$ cat src/rtl/sha256_pkg.sv
// rtl/sha256_pkg.sv - shared constants and state type for the SHA-256 front end
package sha256_pkg;

  localparam int SHA_BLK_W  = 512;
  localparam int SHA_LEN_W  = 64;
  localparam logic [7:0] PAD_BYTE = 8'h80;
  localparam int LEN_OFFSET = 56;

  typedef enum logic [1:0] {
    S_COLLECT,
    S_PAD,
    S_OUT,
    S_EXTRA
  } pad_state_t;

endpackage

$ cat src/rtl/sha256_padder.sv
// rtl/sha256_padder.sv - byte-stream to padded 512-bit block converter for SHA-256
//   clk, reset                              : clock, async active-high reset
//   in_data/in_valid/in_last/in_ready       : message byte stream
//   block/block_valid/block_ready           : padded block stream, byte i at [8i:8i+7]
//   block_first/block_last                  : message boundaries, qualified by block_valid
//   busy                                    : message in progress
module sha256_padder
  import sha256_pkg::*;
#(
  parameter int LEN_W = SHA_LEN_W,
  parameter int BLK_W = SHA_BLK_W
) (
  input  logic             clk,
  input  logic             reset,
  input  logic [7:0]       in_data,
  input  logic             in_valid,
  input  logic             in_last,
  output logic             in_ready,
  output logic [0:BLK_W-1] block,
  output logic             block_valid,
  input  logic             block_ready,
  output logic             block_first,
  output logic             block_last,
  output logic             busy
);

  localparam int NBYTES = BLK_W / 8;

  pad_state_t       state, state_n;
  logic [0:BLK_W-1] blk_q;
  logic [5:0]       idx;
  logic [6:0]       p;
  logic [LEN_W-1:0] len;
  logic [63:0]      len64;
  logic             fin, need_extra, first_flag, busy_q;
  logic             in_xfer, blk_xfer;

  assign len64    = 64'(len);
  assign in_xfer  = in_valid & in_ready;
  assign blk_xfer = block_valid & block_ready;

  always_ff @(posedge clk or posedge reset) begin
    if (reset) state <= S_COLLECT;
    else       state <= state_n;
  end

  always_comb begin
    state_n     = state;
    in_ready    = 1'b0;
    block_valid = 1'b0;
    block_first = 1'b0;
    block_last  = 1'b0;
    case (state)
      S_COLLECT: begin
        // Gated by reset so in_ready reads 0 while reset is held.
        in_ready = !reset;
        if (in_xfer) begin
          if (in_last)         state_n = S_PAD;
          else if (idx == 6'd63) state_n = S_OUT;
        end
      end
      S_PAD:   state_n = S_OUT;
      S_OUT: begin
        block_valid = 1'b1;
        block_first = first_flag;
        block_last  = fin;
        if (blk_xfer) state_n = need_extra ? S_EXTRA : S_COLLECT;
      end
      S_EXTRA: state_n = S_OUT;
      default: state_n = S_COLLECT;
    endcase
  end

  // Control state: byte index, pad position, bit length, block flags.
  always_ff @(posedge clk or posedge reset) begin
    if (reset) begin
      idx        <= '0;
      p          <= '0;
      len        <= '0;
      fin        <= 1'b0;
      need_extra <= 1'b0;
      first_flag <= 1'b1;
      busy_q     <= 1'b0;
    end else begin
      case (state)
        S_COLLECT: begin
          if (in_xfer) begin
            idx    <= idx + 6'd1;
            len    <= len + LEN_W'(8);
            busy_q <= 1'b1;
            if (in_last) begin
              p <= {1'b0, idx} + 7'd1;
            end else if (idx == 6'd63) begin
              fin        <= 1'b0;
              need_extra <= 1'b0;
            end
          end
        end
        S_PAD: begin
          // Length fits behind the pad byte only if the message ends by byte 55.
          if (p <= 7'(LEN_OFFSET - 1)) begin
            fin        <= 1'b1;
            need_extra <= 1'b0;
          end else begin
            fin        <= 1'b0;
            need_extra <= 1'b1;
          end
        end
        S_OUT: begin
          if (blk_xfer) begin
            first_flag <= 1'b0;
            idx        <= '0;
            if (fin) begin
              len        <= '0;
              first_flag <= 1'b1;
              busy_q     <= 1'b0;
            end
          end
        end
        S_EXTRA: begin
          fin        <= 1'b1;
          need_extra <= 1'b0;
        end
        default: ;
      endcase
    end
  end

  // Byte-lane writes into the block buffer.
  always_ff @(posedge clk or posedge reset) begin
    if (reset) begin
      blk_q <= '0;
    end else begin
      case (state)
        S_COLLECT: begin
          if (in_xfer) blk_q[8*idx +: 8] <= in_data;
        end
        S_PAD: begin
          for (int i = 0; i < NBYTES; i++) begin
            if (7'(i) == p)     blk_q[8*i +: 8] <= PAD_BYTE;
            else if (7'(i) > p) blk_q[8*i +: 8] <= 8'h00;
            if (p <= 7'(LEN_OFFSET - 1) && i >= LEN_OFFSET)
              blk_q[8*i +: 8] <= len64[8*(NBYTES-1-i) +: 8];
          end
        end
        S_EXTRA: begin
          // The pad byte lands here only when the message filled the previous block exactly.
          for (int i = 0; i < NBYTES; i++) begin
            if (i >= LEN_OFFSET)
              blk_q[8*i +: 8] <= len64[8*(NBYTES-1-i) +: 8];
            else if (i == 0 && p == 7'd64)
              blk_q[8*i +: 8] <= PAD_BYTE;
            else
              blk_q[8*i +: 8] <= 8'h00;
          end
        end
        default: ;
      endcase
    end
  end

  assign block = blk_q;
  assign busy  = busy_q;

endmodule
$ cat config.mk
export PLATFORM = sky130hd
export DESIGN_NAME = sha256_padder
export DESIGN_NICKNAME = d
export VERILOG_FILES = /design/src/rtl/sha256_pkg.sv /design/src/rtl/sha256_padder.sv
export SDC_FILE = /design/constraint.sdc
export NUM_CORES = 1
export LEC_CHECK = 0
export ABC_AREA = 0
export CAP_MARGIN = 10
export CORE_MARGIN = 2
export CORE_UTILIZATION = 50
export CTS_CLUSTER_DIAMETER = 50
export DETAILED_ROUTE_END_ITERATION = 8
export GPL_TIMING_DRIVEN = 0
export PLACE_DENSITY_LB_ADDON = 0.08
export SLEW_MARGIN = 20
export SYNTH_ARGS = -nofsm -noshare
export SYNTH_HDL_FRONTEND = slang
export SYNTH_SLANG_ARGS = --single-unit
$ cat constraint.sdc
create_clock -name clk -period 27.9 [get_ports clk]
set_clock_uncertainty 0.05 [all_clocks]
set_input_delay 8.37 -clock clk [delete_from_list [all_inputs] [get_ports clk]]
set_output_delay 8.37 -clock clk [all_outputs]
set_load 0.05 [all_outputs]
### Yosys cells after proc, flatten, opt, wreduce, memory -nomap -nowiden

Index checks and enable logic that the tools add are counted.

* flip-flop bits (word level): 595
* output and inout bits: 517

* shift-type cells: 2
* multiplexer cells: 169
* equality and inequality tests: 138
* add/sub/neg operators: 4
* reduce and logical (&&, ||, !) cells: 76
* bitwise operators: 3
* magnitude comparators: 65

Operator list (count)
* case mux 512 bit (3 select lines): 1
* 2-to-1 mux 8 bit: 137
* variable shift 513 x 34 -> 512 bit, first input constant: 1
* variable part select 513 x 34 -> 512 bit: 1
* bitwise mux 512 bit: 1
* 2-to-1 mux 512 bit: 1
* equality test 6 x 7 -> 1 bit, first input constant: 32
* > comparator 6 x 7 -> 1 bit, first input constant: 32
* AND reduction 3 bit: 67
* 2-to-1 mux 64 bit: 3
* inequality test 3 bit, second input constant: 57
* case mux 64 bit (2 select lines): 1
* equality test 5 x 7 -> 1 bit, first input constant: 16
* > comparator 5 x 7 -> 1 bit, first input constant: 16
* adder 64 x 4 -> 64 bit, second input constant: 1
* equality test 4 x 7 -> 1 bit, first input constant: 8
* > comparator 4 x 7 -> 1 bit, first input constant: 8
* negator 33 -> 34 bit: 1
* NOT 9 -> 33 bit: 1
* inequality test 4 bit, second input constant: 8
* equality test 3 x 7 -> 1 bit, first input constant: 4
* > comparator 3 x 7 -> 1 bit, first input constant: 4
* equality test 2 x 7 -> 1 bit, first input constant: 2
* > comparator 1 x 7 -> 1 bit, first input constant: 2
* other kinds (26): 52

### Logic depth before layout (Yosys ltp)

* depth in word-level cells: 6
* depth in mapped cells: 10

### Least setup slack after synthesis

OpenSTA, ideal clock, no wires.

* path kind: input port to output port
* start point: in reset
* end point: out in_ready
* stages: 1
* buffers on the path: 0
* required time: 19.480 ns
* arrival: 9.493 ns
* slack: 9.987 ns
* cells stage by stage: nor3_1

* word-level cells in the longest chain between the ends: 2

Ends and longest elaborated chain
* start: declaration: RTL line sha256_padder.sv:14 `input logic reset,`
* zero test 1 bit (no line)
* 2-to-1 mux 1 bit: RTL line sha256_padder.sv:53 `case (state)`
* end: declaration: RTL line sha256_padder.sv:18 `output logic in_ready,`

No other way between the ends.

### Worst setup path in the final report

Ends and elaborated chain as after synthesis.

==> impl_metrics.yaml <==
setup_path:
  cp-start-kind: "input pin"
  crit_buf_inv: 2
  worst_path_max_delay_cell: "clkdlybuf4s50_1"
  crit_path_end_kind: "primary output"
  cp.arrival_ns: 10.29
  required_ns: 19.48
  crit_top_cell: "clkdlybuf4s50_1"
  worstSetupPathType: "in2out"
  path_cells: "clkdlybuf4s50_1, nor3_1, clkdlybuf4s50_1"
  path_delay_family: "buffers and inverters"
  critical_path.max_fanout: 3
  cp_slowest_stage_delay_ns: 0.94
timing:
  tightest_slew_ns: 1.21
  setup_viol: 0
  rsz0062_at_grt: "no"
  setup-tns-final_ns: 0
  post-route-period-util: 0.671
  drv_slew: 0
  maxClockFrequency_mhz: 53.4
  setup_slack_ns: 9.19
  hold_viol_final: 0
  period_minus_slack_ns: 18.71
  max_slew_margin: 0.192
clock_tree:
  htree_levels: 3
  cts_tree: "done"
  postCtsSetupBuffers: 0
  clk_pin_slew_worst_paths_ns: 0.07
  cts_resized: 0
  cts_sinks: 592
  worstSkewPairLatency_ns: 0.64
  cts_buffers: 68
  cts_buffer_depth: 3
  root_buffer: "clkbuf_16"
  cts_hold_buf: 0
floorplanning:
  io_pins: 530
  die_h_um: 234
  start_util: 0.505
  die_w_um: 234
  core-area_um2: 52600
  die_area_um2: 55000
  rows: 84
pwr:
  comb_power_share: 0.327
  swShare: 0.403
  p_leak_nw: 14.4
  peakVddDrop_mv: 0.0646
  power.total_mw: 2.92
  p_seq_frac: 0.353
  p_switching_mw: 1.17
  internal_power_mw: 1.74
  powerDensity_nw_per_um2: 82.7
  clkPwrFrac: 0.320
placement:
  dp_hpwl_um: 89300
  port_buffers: 529
  place_ws_ns: 9.24
  gp_congestion: 1.07
synthesis:
  synth-edff-count: 0
  async_reset_ff_frac: 1.00
  syn-cell-area_um2: 26500
  ys_ff_latch: 592
  yosysUniqueCellTypes: 72
  synth_nets: 2555
  ys_seq_area_frac: 0.558
  synth.avg_cell_area_um2: 10.5
  yosys_warnings: 0
  synth_cells: 2535
  synth_ff_type: "dfrtp_1"
grt:
  grtUsageTotal: 0.435
  grt_max_degree: 111
  grt_pass1_wl_um: 174000
  overflow: 0
  antenna_found_initial: 1
  grt_pass1_vias: 25900
final_layout:
  filler_cell_count: 4064
  syn_to_final_growth_pct: 32.9
  layout.nets: 3164
  drive_gt1_frac: 0.0748
  regArea_um2: 14800
  multiInputGateArea_um2: 10900
  utilization: 0.671
detailed_routing:
  drt_iter0_markers: 4047
  wirelength_um: 121000
  vias: 26600
  viasPerCell: 6.84
  ant_nets: 0
  dr.pass1.iters: 9
  drc: 0
  post_drt_wl_per_cell_um: 31.2
hold_path:
  hold_class: "reg2reg"
outcome:
  status: "finished, final reports clean"
job:
  cap_viol_max_count: 0
-- final timing paths --
| path | from | end | slack, ns | cells after the start |
|---|---|---|---|---|
| setup / recovery | reset | in_ready | 9.19 | 3 |
| hold / removal | first_flag$_DFFE_PP1P_ | first_flag$_DFFE_PP1P_ | 0.44 | 2 |
| setup reg to reg | idx[0]$_DFFE_PP0P_ | block[64]$_DFFE_PP0P_ | 23.71 | 9 |
| hold reg to reg | first_flag$_DFFE_PP1P_ | first_flag$_DFFE_PP1P_ | 0.44 | 2 |
| max in group asynchronous | reset | block[21]$_DFFE_PP0P_ | 17.43 | 6 |
| min in group asynchronous | reset | len[32]$_DFFE_PP0P_ | 8.22 | 2 |
-- synth_stat cells, types with 15 or more instances --
master     instances  area, um^2
dfrtp_1          591       14800
nand2_1          291        1090
nor2_1           210         788
o2bb2ai_1        191        1670
clkbuf_1         137         514
o21ai_0          131         656
a22o_1           126        1100
nand3_1          108         541
a21oi_1           89         445
mux2_2            70         788
nand4_1           53         332
inv_1             51         191
o22ai_1           45         282
a31oi_1           36         225
a32o_1            36         360
a22oi_1           28         210
nor3_1            26         130
o221ai_1          25         219
nor2b_1           17         106
nor4_1            16         100
o32ai_1           16         140
or3_1             16         100
and2_1            15        93.8
and3_1            15        93.8
buf_1             15        56.3
nand2b_1          15        93.8
-- power groups by stage --
stage | Clock (mW) | Sequential (mW) | Combinational [mW]
after global routing | 0.969 | 1.04 | 0.981
final | 0.933 | 1.03 | 0.953
after CTS | 0.931 | 1.03 | 0.925
after floorplan | 0 | 1.26 | 0.312
after detailed placement | 0 | 1.04 | 0.920
after global placement | 0 | 1.04 | 0.908
-- state kept, by name, summed over array words and instances, names as in the netlist --
| name | flops |
|---|---|
| busy | 1 |
| idx | 6 |
| p | 7 |
| need_extra | 1 |
| first_flag | 1 |
| len | 61 |
| block | 512 |
| state | 2 |
| fin | 1 |
-- placed cells by master, fill, tap and decap left out, types with 36 or more instances in the layout --
master,count
clkbuf_16,69
a22o_1,126
a31oi_1,36
nand2_1,291
o2bb2ai_1,191
clkbuf_1,144
dfrtp_1,591
a32o_1,36
o21ai_0,131
o22ai_1,45
nand3_1,108
mux2_2,70
a21oi_1,89
nand4_1,53
nor2_1,209
inv_1,50
clkdlybuf4s50_1,529
-- cell families after synthesis --
family	Yosys count	synth area share
buffers and inverters	214	0.0307
DFF	592	0.558
AOI/OAI and AO/OA	814	0.229
adders and majority gates	7	0.00330
xor gates and xnor gates	6	0.00198
muxes	74	0.0312
and+or+nand+nor	828	0.146
-- metrics by stage --
step,instance area (um^2),hold WS (ns),cells
after floorplan,26500,0.386,2535
after global placement,32700,0.415,3752
after detailed placement,32900,0.422,3760
after CTS,35200,0.431,3882
after global routing,35300,0.450,3885
final,35300,0.437,3886
-- worst reg2reg max path, stage by stage (launching register included) --
cell      delay [ns]
dfrtp_1         0.43
clkbuf_1        0.28
inv_2           0.29
ha_1            0.19
clkbuf_1        0.37
clkbuf_1        0.64
nand2_1         0.41
nor2_1          0.37
o221ai_1        0.55
mux2_2          0.48
-- layout make-up --
cell class,instances,share of cell area
Antenna cell,2,0.000142
Buffer,161,0.0176
Clock buffer,92,0.0545
Clock inverter,30,0.0114
Inverter,53,0.00585
Multi-Input combinational cell,1729,0.310
Sequential cell,592,0.420
Tap cell,688,0.0244
Timing Repair Buffer,539,0.156
-- metal layers --
layer	GRT usage	part of all wire	wire length, um	up-vias
met5	0.0143	0.00088	107	-
met4	0.233	0.062	7480	2
met3	0.129	0.12	14100	445
met2	0.656	0.45	54200	2070
met1	0.567	0.38	45500	13300
li1	-	-	-	10700
Power figures use the tool's default switching activity.
